File: src/rtl/rgb_pwm_pkg.sv
// rgb_pwm_pkg: register addresses, CTRL bit positions and FSM state type shared by rgb_pwm_ctrl
package rgb_pwm_pkg;
  localparam logic [2:0] ADDR_R        = 3'd0;
  localparam logic [2:0] ADDR_G        = 3'd1;
  localparam logic [2:0] ADDR_B        = 3'd2;
  localparam logic [2:0] ADDR_PRESCALE = 3'd3;
  localparam logic [2:0] ADDR_STEP     = 3'd4;
  localparam logic [2:0] ADDR_CTRL     = 3'd5;
  localparam int CTRL_START = 0;
  localparam int CTRL_ABORT = 1;
  localparam int CTRL_JUMP  = 2;
  typedef enum logic [1:0] {ST_IDLE, ST_FADING, ST_DONE} state_t;
endpackage

File: src/rtl/pwm_channel.sv
// pwm_channel: one LED channel; shadow duty (jump/step toward target), boundary-latched active duty, registered compare output o_pwm
module pwm_channel #(
  parameter int PWM_W = 8
) (
  input  logic             clk,
  input  logic             rst,
  input  logic [PWM_W-1:0] i_cnt,
  input  logic [PWM_W-1:0] i_target,
  input  logic             i_boundary,
  input  logic             i_jump,
  input  logic             i_step,
  output logic [PWM_W-1:0] o_shadow,
  output logic             o_pwm
);
  logic [PWM_W-1:0] r_shadow, r_active, w_shadow_nxt;
  logic             r_pwm;
  always_comb
    w_shadow_nxt = i_jump                ? i_target :
                   !i_step               ? r_shadow :
                   r_shadow < i_target   ? r_shadow + 1'b1 :
                   r_shadow > i_target   ? r_shadow - 1'b1 : r_shadow;
  always_ff @(posedge clk) begin
    if (rst) begin
      r_shadow <= '0;
      r_active <= '0;
      r_pwm    <= 1'b0;
    end else begin
      r_shadow <= w_shadow_nxt;
      if (i_boundary) r_active <= r_shadow;
      r_pwm <= i_cnt < r_active;
    end
  end
  assign o_shadow = r_shadow;
  assign o_pwm    = r_pwm;
endmodule

File: src/rtl/rgb_pwm_ctrl.sv
// rgb_pwm_ctrl: RGB PWM fader; HCLK/HRESET, cfg_valid/ready/addr/wdata write port, red/green/blue_pwm outputs, busy while fading, done_irq pulse
module rgb_pwm_ctrl
  import rgb_pwm_pkg::*;
#(
  parameter int PWM_W = 8,
  parameter int PRE_W = 16
) (
  input  logic        HCLK,
  input  logic        HRESET,
  input  logic        cfg_valid,
  output logic        cfg_ready,
  input  logic [2:0]  cfg_addr,
  input  logic [15:0] cfg_wdata,
  output logic        red_pwm,
  output logic        green_pwm,
  output logic        blue_pwm,
  output logic        busy,
  output logic        done_irq
);
  localparam logic [PWM_W-1:0] CNT_MAX = '1;
  state_t           r_state, w_state_nxt;
  logic [PRE_W-1:0] r_prescale, r_pre_cnt;
  logic [PWM_W-1:0] r_pwm_cnt, r_step, r_step_cnt;
  logic [PWM_W-1:0] r_tgt [3];
  logic [PWM_W-1:0] w_shadow [3];
  logic [2:0]       w_pwm;
  logic             w_wr, w_ctrl, w_fading, w_start, w_abort, w_jump;
  logic             w_tick, w_boundary, w_step, w_settled;
  assign w_fading   = r_state == ST_FADING;
  assign cfg_ready  = !HRESET && (!w_fading || cfg_addr == ADDR_CTRL);
  assign w_wr       = cfg_valid && cfg_ready;
  assign w_ctrl     = w_wr && cfg_addr == ADDR_CTRL;
  assign w_start    = w_ctrl && !w_fading && cfg_wdata[CTRL_START];
  assign w_abort    = w_ctrl && w_fading && cfg_wdata[CTRL_ABORT];
  assign w_jump     = w_ctrl && !w_fading && cfg_wdata[CTRL_JUMP];
  assign w_tick     = r_pre_cnt == '0;
  assign w_boundary = w_tick && r_pwm_cnt == CNT_MAX;
  assign w_step     = w_fading && w_boundary && r_step_cnt == r_step && !w_abort;
  assign w_settled  = w_shadow[0] == r_tgt[0] && w_shadow[1] == r_tgt[1] && w_shadow[2] == r_tgt[2];
  always_comb
    w_state_nxt = w_fading ? (w_abort ? ST_IDLE : (w_step && w_settled) ? ST_DONE : ST_FADING) :
                  w_start  ? ST_FADING : ST_IDLE;
  always_ff @(posedge HCLK) begin
    if (HRESET) begin
      r_state    <= ST_IDLE;
      r_prescale <= '0;
      r_pre_cnt  <= '0;
      r_pwm_cnt  <= '0;
      r_step     <= '0;
      r_step_cnt <= '0;
      for (int i = 0; i < 3; i++) r_tgt[i] <= '0;
    end else begin
      r_state   <= w_state_nxt;
      r_pre_cnt <= w_tick ? r_prescale : r_pre_cnt - 1'b1;
      if (w_tick) r_pwm_cnt <= r_pwm_cnt + 1'b1;
      if (w_start) r_step_cnt <= '0;
      else if (w_fading && w_boundary) r_step_cnt <= r_step_cnt == r_step ? '0 : r_step_cnt + 1'b1;
      if (w_wr && cfg_addr == ADDR_PRESCALE) r_prescale <= cfg_wdata[PRE_W-1:0];
      if (w_wr && cfg_addr == ADDR_STEP) r_step <= cfg_wdata[PWM_W-1:0];
      for (int i = 0; i < 3; i++) if (w_wr && cfg_addr == ADDR_R + 3'(i)) r_tgt[i] <= cfg_wdata[PWM_W-1:0];
    end
  end
  for (genvar g = 0; g < 3; g++) begin : g_ch
    pwm_channel #(.PWM_W(PWM_W)) u_ch (
      .clk       (HCLK),
      .rst       (HRESET),
      .i_cnt     (r_pwm_cnt),
      .i_target  (r_tgt[g]),
      .i_boundary(w_boundary),
      .i_jump    (w_jump),
      .i_step    (w_step && !w_settled),
      .o_shadow  (w_shadow[g]),
      .o_pwm     (w_pwm[g])
    );
  end
  assign red_pwm   = w_pwm[0];
  assign green_pwm = w_pwm[1];
  assign blue_pwm  = w_pwm[2];
  assign busy      = w_fading;
  assign done_irq  = r_state == ST_DONE;
endmodule

File: config.mk
export PLATFORM = sky130hd
export DESIGN_NAME = rgb_pwm_ctrl
export DESIGN_NICKNAME = d
export VERILOG_FILES = /design/src/rtl/rgb_pwm_pkg.sv /design/src/rtl/pwm_channel.sv /design/src/rtl/rgb_pwm_ctrl.sv
export SDC_FILE = /design/constraint.sdc
export NUM_CORES = 1
export LEC_CHECK = 0
export BUFFER_PORTS_ARGS = -buffer_cell sky130_fd_sc_hd__buf_2
export CORE_UTILIZATION = 25
export DETAILED_ROUTE_END_ITERATION = 7
export PLACE_DENSITY = 0.51
export SYNTH_ARGS = -nofsm -noshare
export SYNTH_HDL_FRONTEND = slang
export SYNTH_SLANG_ARGS = --single-unit
File: constraint.sdc
create_clock -name HCLK -period 3.4 [get_ports HCLK]
set_clock_uncertainty 0.2 [all_clocks]
set_input_delay 0.68 -clock HCLK [delete_from_list [all_inputs] [get_ports HCLK]]
set_output_delay 0.68 -clock HCLK [all_outputs]
set_load 0.005 [all_outputs]
After elaboration in Yosys (flattened, before gate mapping)
Memories as Yosys holds them, arrays and structs flattened.
Index checks and enable logic that the tools add are counted.

operators by class
  eq/ne operators = 12
  bitwise gates (word level) = 3
  $lt $le $gt $ge = 9
  reduce and logical (&&, ||, !) cells = 36
  muxes and demuxes = 32
  add/subtract/negate cells = 9

operator list
  cell                     number
  $mux W8                  16
  $lt A8 B8 Y1             6
  $add A8 B1 Y8 const B    5
  $eq A8 B8 Y1             4
  $gt A8 B8 Y1             3
  $sub A8 B1 Y8 const B    3
  $logic_and A1 B1 Y1      21
  $logic_not A16 Y1        1
  $mux W16                 1
  $sub A16 B1 Y16 const B  1
  $mux W1                  12
  $reduce_bool A3 Y1       3
  $eq A8 B8 Y1 const B     1
  $eq A3 B2 Y1 const B     2
  $eq A3 B3 Y1 const B     2
  $mux W2                  3
  $reduce_and A2 Y1        3
  $logic_not A1 Y1         4
  $eq A3 B1 Y1 const B     1
  $logic_not A3 Y1         1
  $or A1 B1 Y1             3
  $eq A2 B1 Y1 const B     1
  $eq A2 B2 Y1 const B     1
  $reduce_bool A2 Y1       1
  other kinds (2)          2

word-level totals
  memories = 1
  bits in registers = 109
  word-level logic and storage cells = 117
  input port bits = 22
  memory bits (writable) = 24
  output and inout bits = 6

memories
  name   depth  bits a word  rd ports  clocked after Yosys merged registers in  write ports  RTL line            RTL
  r_tgt  3      8            3         0                                        3            rgb_pwm_ctrl.sv:24  logic [PWM_W-1:0] r_tgt [3];

Logic depth before layout (Yosys ltp)
  depth after elaboration = 14
  mapped depth = 14
  mapped depth without buffers = 14

Cells and area by module
Synthesis repeated with hierarchy kept, for this count alone.

unflattened totals
  cell total of the unflattened synthesis = 815
  area total of the unflattened synthesis = 7773.7 um^2

modules (own cells, without submodules)
  module        cells each  area an instance (um^2)  instances  seq. area each (um^2)
  pwm_channel   149         1325.0                   3          340.3
  rgb_pwm_ctrl  368         3798.6                   1          1881.8

Worst setup path before layout
OpenSTA, ideal clock, no wires.

  path type = flip-flop to flip-flop
  start = mem r_tgt[2][3] (netlist: r_tgt[0][19])
  end = reg g_ch[2].u_ch.r_shadow[6]
  data arrival time = 2789 ps
  buffers on the path = 0
  data required time = 3114 ps
  stages on the path, launching flop included = 14
  clock period less this slack = 3074 ps
  path slack = 326 ps
  cells stage by stage = edfxtp_1 > inv_1 > ha_1 > a21o_1 > o21ba_2 > or2_2 > fa_1 > a21o_1 > a21oi_1 > o21bai_1 > a21oi_1 > xnor2_1 > mux2i_1 > a211oi_1

RTL lines
  what                    RTL line            RTL
  start: declaration      rgb_pwm_ctrl.sv:24
  end signal: assignment  pwm_channel.sv:28   r_shadow <= w_shadow_nxt;
  end: declaration        pwm_channel.sv:15   logic [PWM_W-1:0] r_shadow, r_active, w_shadow_nxt;

==> results by group <==
Run status
  – Status: complete, no violations

CTS
  – CTS root buffer: clkbuf_16
  – H-tree depth: 4
  – CTS tree: built
  – CTS buffer count: 17
  – Worst skew pair latency: 0.43 ns
  – Clock Pin Slew Worst Setup and Hold Paths: 0.06 ns
  – Postcts setup bufs: 0
  – Clk buf depth: 2
  – Hold buffers post-CTS: 0
  – Clk sinks: 133

Routing
  – Initial DRT Pass Iterations: 4
  – Starting DRT DRC Count: 285
  – DR top layer: met4
  – Met3 wire len: 401 um
  – Metal2 WL: 8.36 mm
  – WL met1: 9.14 mm
  – Routed vias: 5952
  – Final WL: 18.1 mm
  – Remaining routing DRC violations: 0
  – Routed vias/inst: 4.58
  – Routed length per instance: 13.9 um
  – Final ANT Viol Nets: 0

Placement
  – Post-DP HPWL: 13.0 mm
  – Post-place setup slack: 0.00380 ns
  – GP Congestion: 0.783
  – Placed insts: 1269
  – Count of input and output buffers: 27
  – Placed Area: 8140 um^2

STA
  – Post-route minimum period: 3.25 ns
  – Worst slew margin: 43.4%
  – RSZ-0062 raised after global routing: true
  – FMAX: 0.308 GHz
  – Endpoints failing hold: 0
  – Final Worst Setup Slack: 0.152 ns
  – Final hold slack: 0.250 ns
  – Final period util: 95.5%
  – Worst slew pin tran: 0.843 ns
  – Endpoints failing setup: 0
  – Max Transition Viols Final: 0

Logic synthesis
  – Sequential element share of the synthesized area: 39.5%
  – Mean area per synthesized cell: 8.65 um^2
  – Post-synth net total: 944
  – Synth area leader: dfxtp_1
  – Yosys top cell area share: 29.7%
  – Seq cells post-synth: 133
  – Async S/R FF share, synth: 0%
  – Ranking of synthesized cells by area: dfxtp_1 (30%), ha_1 (12%), edfxtp_1 (9.8%)
  – Synth warn: 0
  – Post-synth EDFFs: 24
  – Main flop type after synthesis: dfxtp_1
  – Synth unique cells: 49
  – Synth Instances: 850
  – Mapped cell area: 7350 um^2

Floorplanning
  – Die Ht: 174 um
  – Core Area: 28900 um^2
  – Die W: 174 um
  – Core Rows: 62
  – Initial Utilization: 25.5%
  – IO Pins: 28
  – Die area: 30100 um^2

Critical path
  – Cells on worst reg2reg path: 14
  – CP max stage cell: edfxtp_1
  – Worst-path maximum fanout: 8
  – Critical setup path kind: reg2reg
  – R2R setup slack: 0.15 ns
  – Max incr delay on CP: 0.40 ns
  – Crit-path most repeated cell: ha_1
  – Critical Path Sink: g_ch[2].u_ch.o_shadow[7]$_SDFFE_PP0P_
  – CP Depth: 14
  – Setup crit start kind: flip-flop
  – Critical path startpoint: r_tgt[0][17]$_DFFE_PP_
  – Req. time, crit path: 3.55 ns
  – Worst r2r src: r_tgt[0][17]$_DFFE_PP_
  – Largest delay contributor family on the critical path: compound AO/OA/AOI/OAI gates
  – Worst Setup End Kind: flip-flop
  – CP cell instances: inv_1 > ha_1 > nand2b_1 > a21oi_1 > o21ba_2 > or2_4 > ha_1 > nand3_1 > o211ai_1 > o41ai_2 > or3_1 > a21oi_2 > xnor2_1 > a211oi_1
  – R2r endpoint: g_ch[2].u_ch.o_shadow[7]$_SDFFE_PP0P_
  – Crit path DAT: 3.40 ns
  – CP bufs+invs: 1

Finish
  – Layout cells sized above 1: 14.7%
  – Final instance area: 8870 um^2
  – Layout Nets: 998
  – Post-route insts no fill: 1300
  – Synthesis-to-finish area growth: 20.6%
  – N_diodes: 0

Pwr
  – Maximum vdd drop: 405 uV
  – Pwr Density: 495 nW/um^2
  – Pleak: 3.47 nW

Job
  – MaxCap Viol Count: 0

Global route
  – Gr usage total: 12.4%
  – Vias in the first global route: 5908
  – Largest net degree at the start of global routing: 66
  – First-pass GRT wire length: 29.7 mm
  – GRT overflow: 0
  – Initial antenna violation count: 0

Worst hold path
  – Hold Path Class: reg2reg
-- cell usage in the layout (no fill, tap or decap), types with 11 or more instances in the layout --
master     netlist  layout
a211oi_1        25      25
a21o_1          12      12
a21oi_1         85      81
buf_2            0      26
buf_4            0      41
clkbuf_16        0      20
dfxtp_1        109     106
edfxtp_1        24      24
ha_1            69      64
inv_1           62      62
mux2i_1         16      16
nand2_1        113     113
nand3_1         22      22
nand4_1         12      12
nor2_1          85      85
nor3_1          20      19
o21ai_0         17      15
xnor2_1         36      36
xor2_1          11      11
-- worst min-delay path by stage --
stage                                                startpoint                               endpoint  cells after the start
after global placement    g_ch[1].u_ch.r_active[2]$_SDFFE_PP0N_  g_ch[1].u_ch.r_active[2]$_SDFFE_PP0N_                      2
final                     g_ch[0].u_ch.r_active[0]$_SDFFE_PP0N_  g_ch[0].u_ch.r_active[0]$_SDFFE_PP0N_                      2
after floorplan           g_ch[0].u_ch.r_active[7]$_SDFFE_PP0N_  g_ch[0].u_ch.r_active[7]$_SDFFE_PP0N_                      2
after global routing      g_ch[1].u_ch.r_active[2]$_SDFFE_PP0N_  g_ch[1].u_ch.r_active[2]$_SDFFE_PP0N_                      2
after detailed placement  g_ch[0].u_ch.r_active[4]$_SDFFE_PP0N_  g_ch[0].u_ch.r_active[4]$_SDFFE_PP0N_                      2
after CTS                 g_ch[1].u_ch.r_active[0]$_SDFFE_PP0N_  g_ch[1].u_ch.r_active[0]$_SDFFE_PP0N_                      2
-- worst register-to-register path, stage by stage (launching register included) --
cell and delay [ns]:
edfxtp_1 0.40, inv_1 0.07, ha_1 0.23, nand2b_1 0.08, a21oi_1 0.09, o21ba_2 0.24
or2_4 0.30, ha_1 0.37, nand3_1 0.10, o211ai_1 0.24, o41ai_2 0.10, or3_1 0.32
a21oi_2 0.14, xnor2_1 0.07, a211oi_1 0.21
-- sequential cells by signal, indices dropped and copies added, names as in the netlist --
signal and count:
r_tgt 24, g_ch.u_ch.r_active 24, r_step 8, r_pwm_cnt 8
r_pre_cnt 16, r_step_cnt 8, g_ch.u_ch.o_shadow 24, g_ch.u_ch.o_pwm 3
r_state 2, r_prescale 16
-- synth_stat cells (all sizes together), types with 5 or more instances --
library cell	number
nand4	13
or2	5
o31ai	9
dfxtp	109
o41ai	6
nor3	20
or3	9
and2	8
inv	62
buf	5
nor2	86
ha	69
o21bai	7
edfxtp	24
nor4	12
a21o	12
nand3	22
nand2b	7
a211oi	25
a21oi	88
nor2b	6
xnor2	36
o21ai	18
mux2i	16
nand2	113
clkbuf	27
xor2	11
-- area by class of cell --
type | count | area (um^2)
tap | 384 | 480
sequential | 133 | 2910
multi-input combinational | 622 | 4190
clock inverter | 8 | 83.8
fill | 3086 | 20000
timing repair buffer | 67 | 438
clock buffer | 23 | 532
inverter | 63 | 236
-- what timing repair did --
item | in CTS | in global routing
resized for setup | 1 | 19
pin swaps | 0 | 1
endpoints found under the setup margin | 1 | 6
-- where the power goes --
group	switching, mW	internal, mW
sequential	0.101	1.69
clock	0.724	1.18
combinational	0.395	0.304
total	1.22	3.17
-- per-stage QoR --
step	utilization, %	power [mW]	setup TNS (ns)
5_1_grt	30.7	4.61	-0.0252
6_report	30.7	4.39	0
3_3_place_gp	28.2	2.51	0
4_1_cts	30.4	4.43	0
3_5_place_dp	28.2	2.52	0
2_1_floorplan	-	2.33	0
-- cells by family after synthesis --
group | count (synthesis) | share of synthesized area, %
and+or+nand+nor | 310 | 20.1
AOI/OAI and AO/OA | 177 | 15.0
DFF | 133 | 39.5
buffers and inverters | 95 | 5.15
adders and majority gates | 72 | 12.6
xor gates and xnor gates | 47 | 5.60
muxes | 16 | 2.18
-- metal layers --
metal,up-vias,global-route usage (%)
li1,3058,-
met1,2825,16.5
met2,57,20.3
met3,12,2.50
met4,0,3.50
met5,-,0
Note: power is estimated with default switching activity, not from simulation.
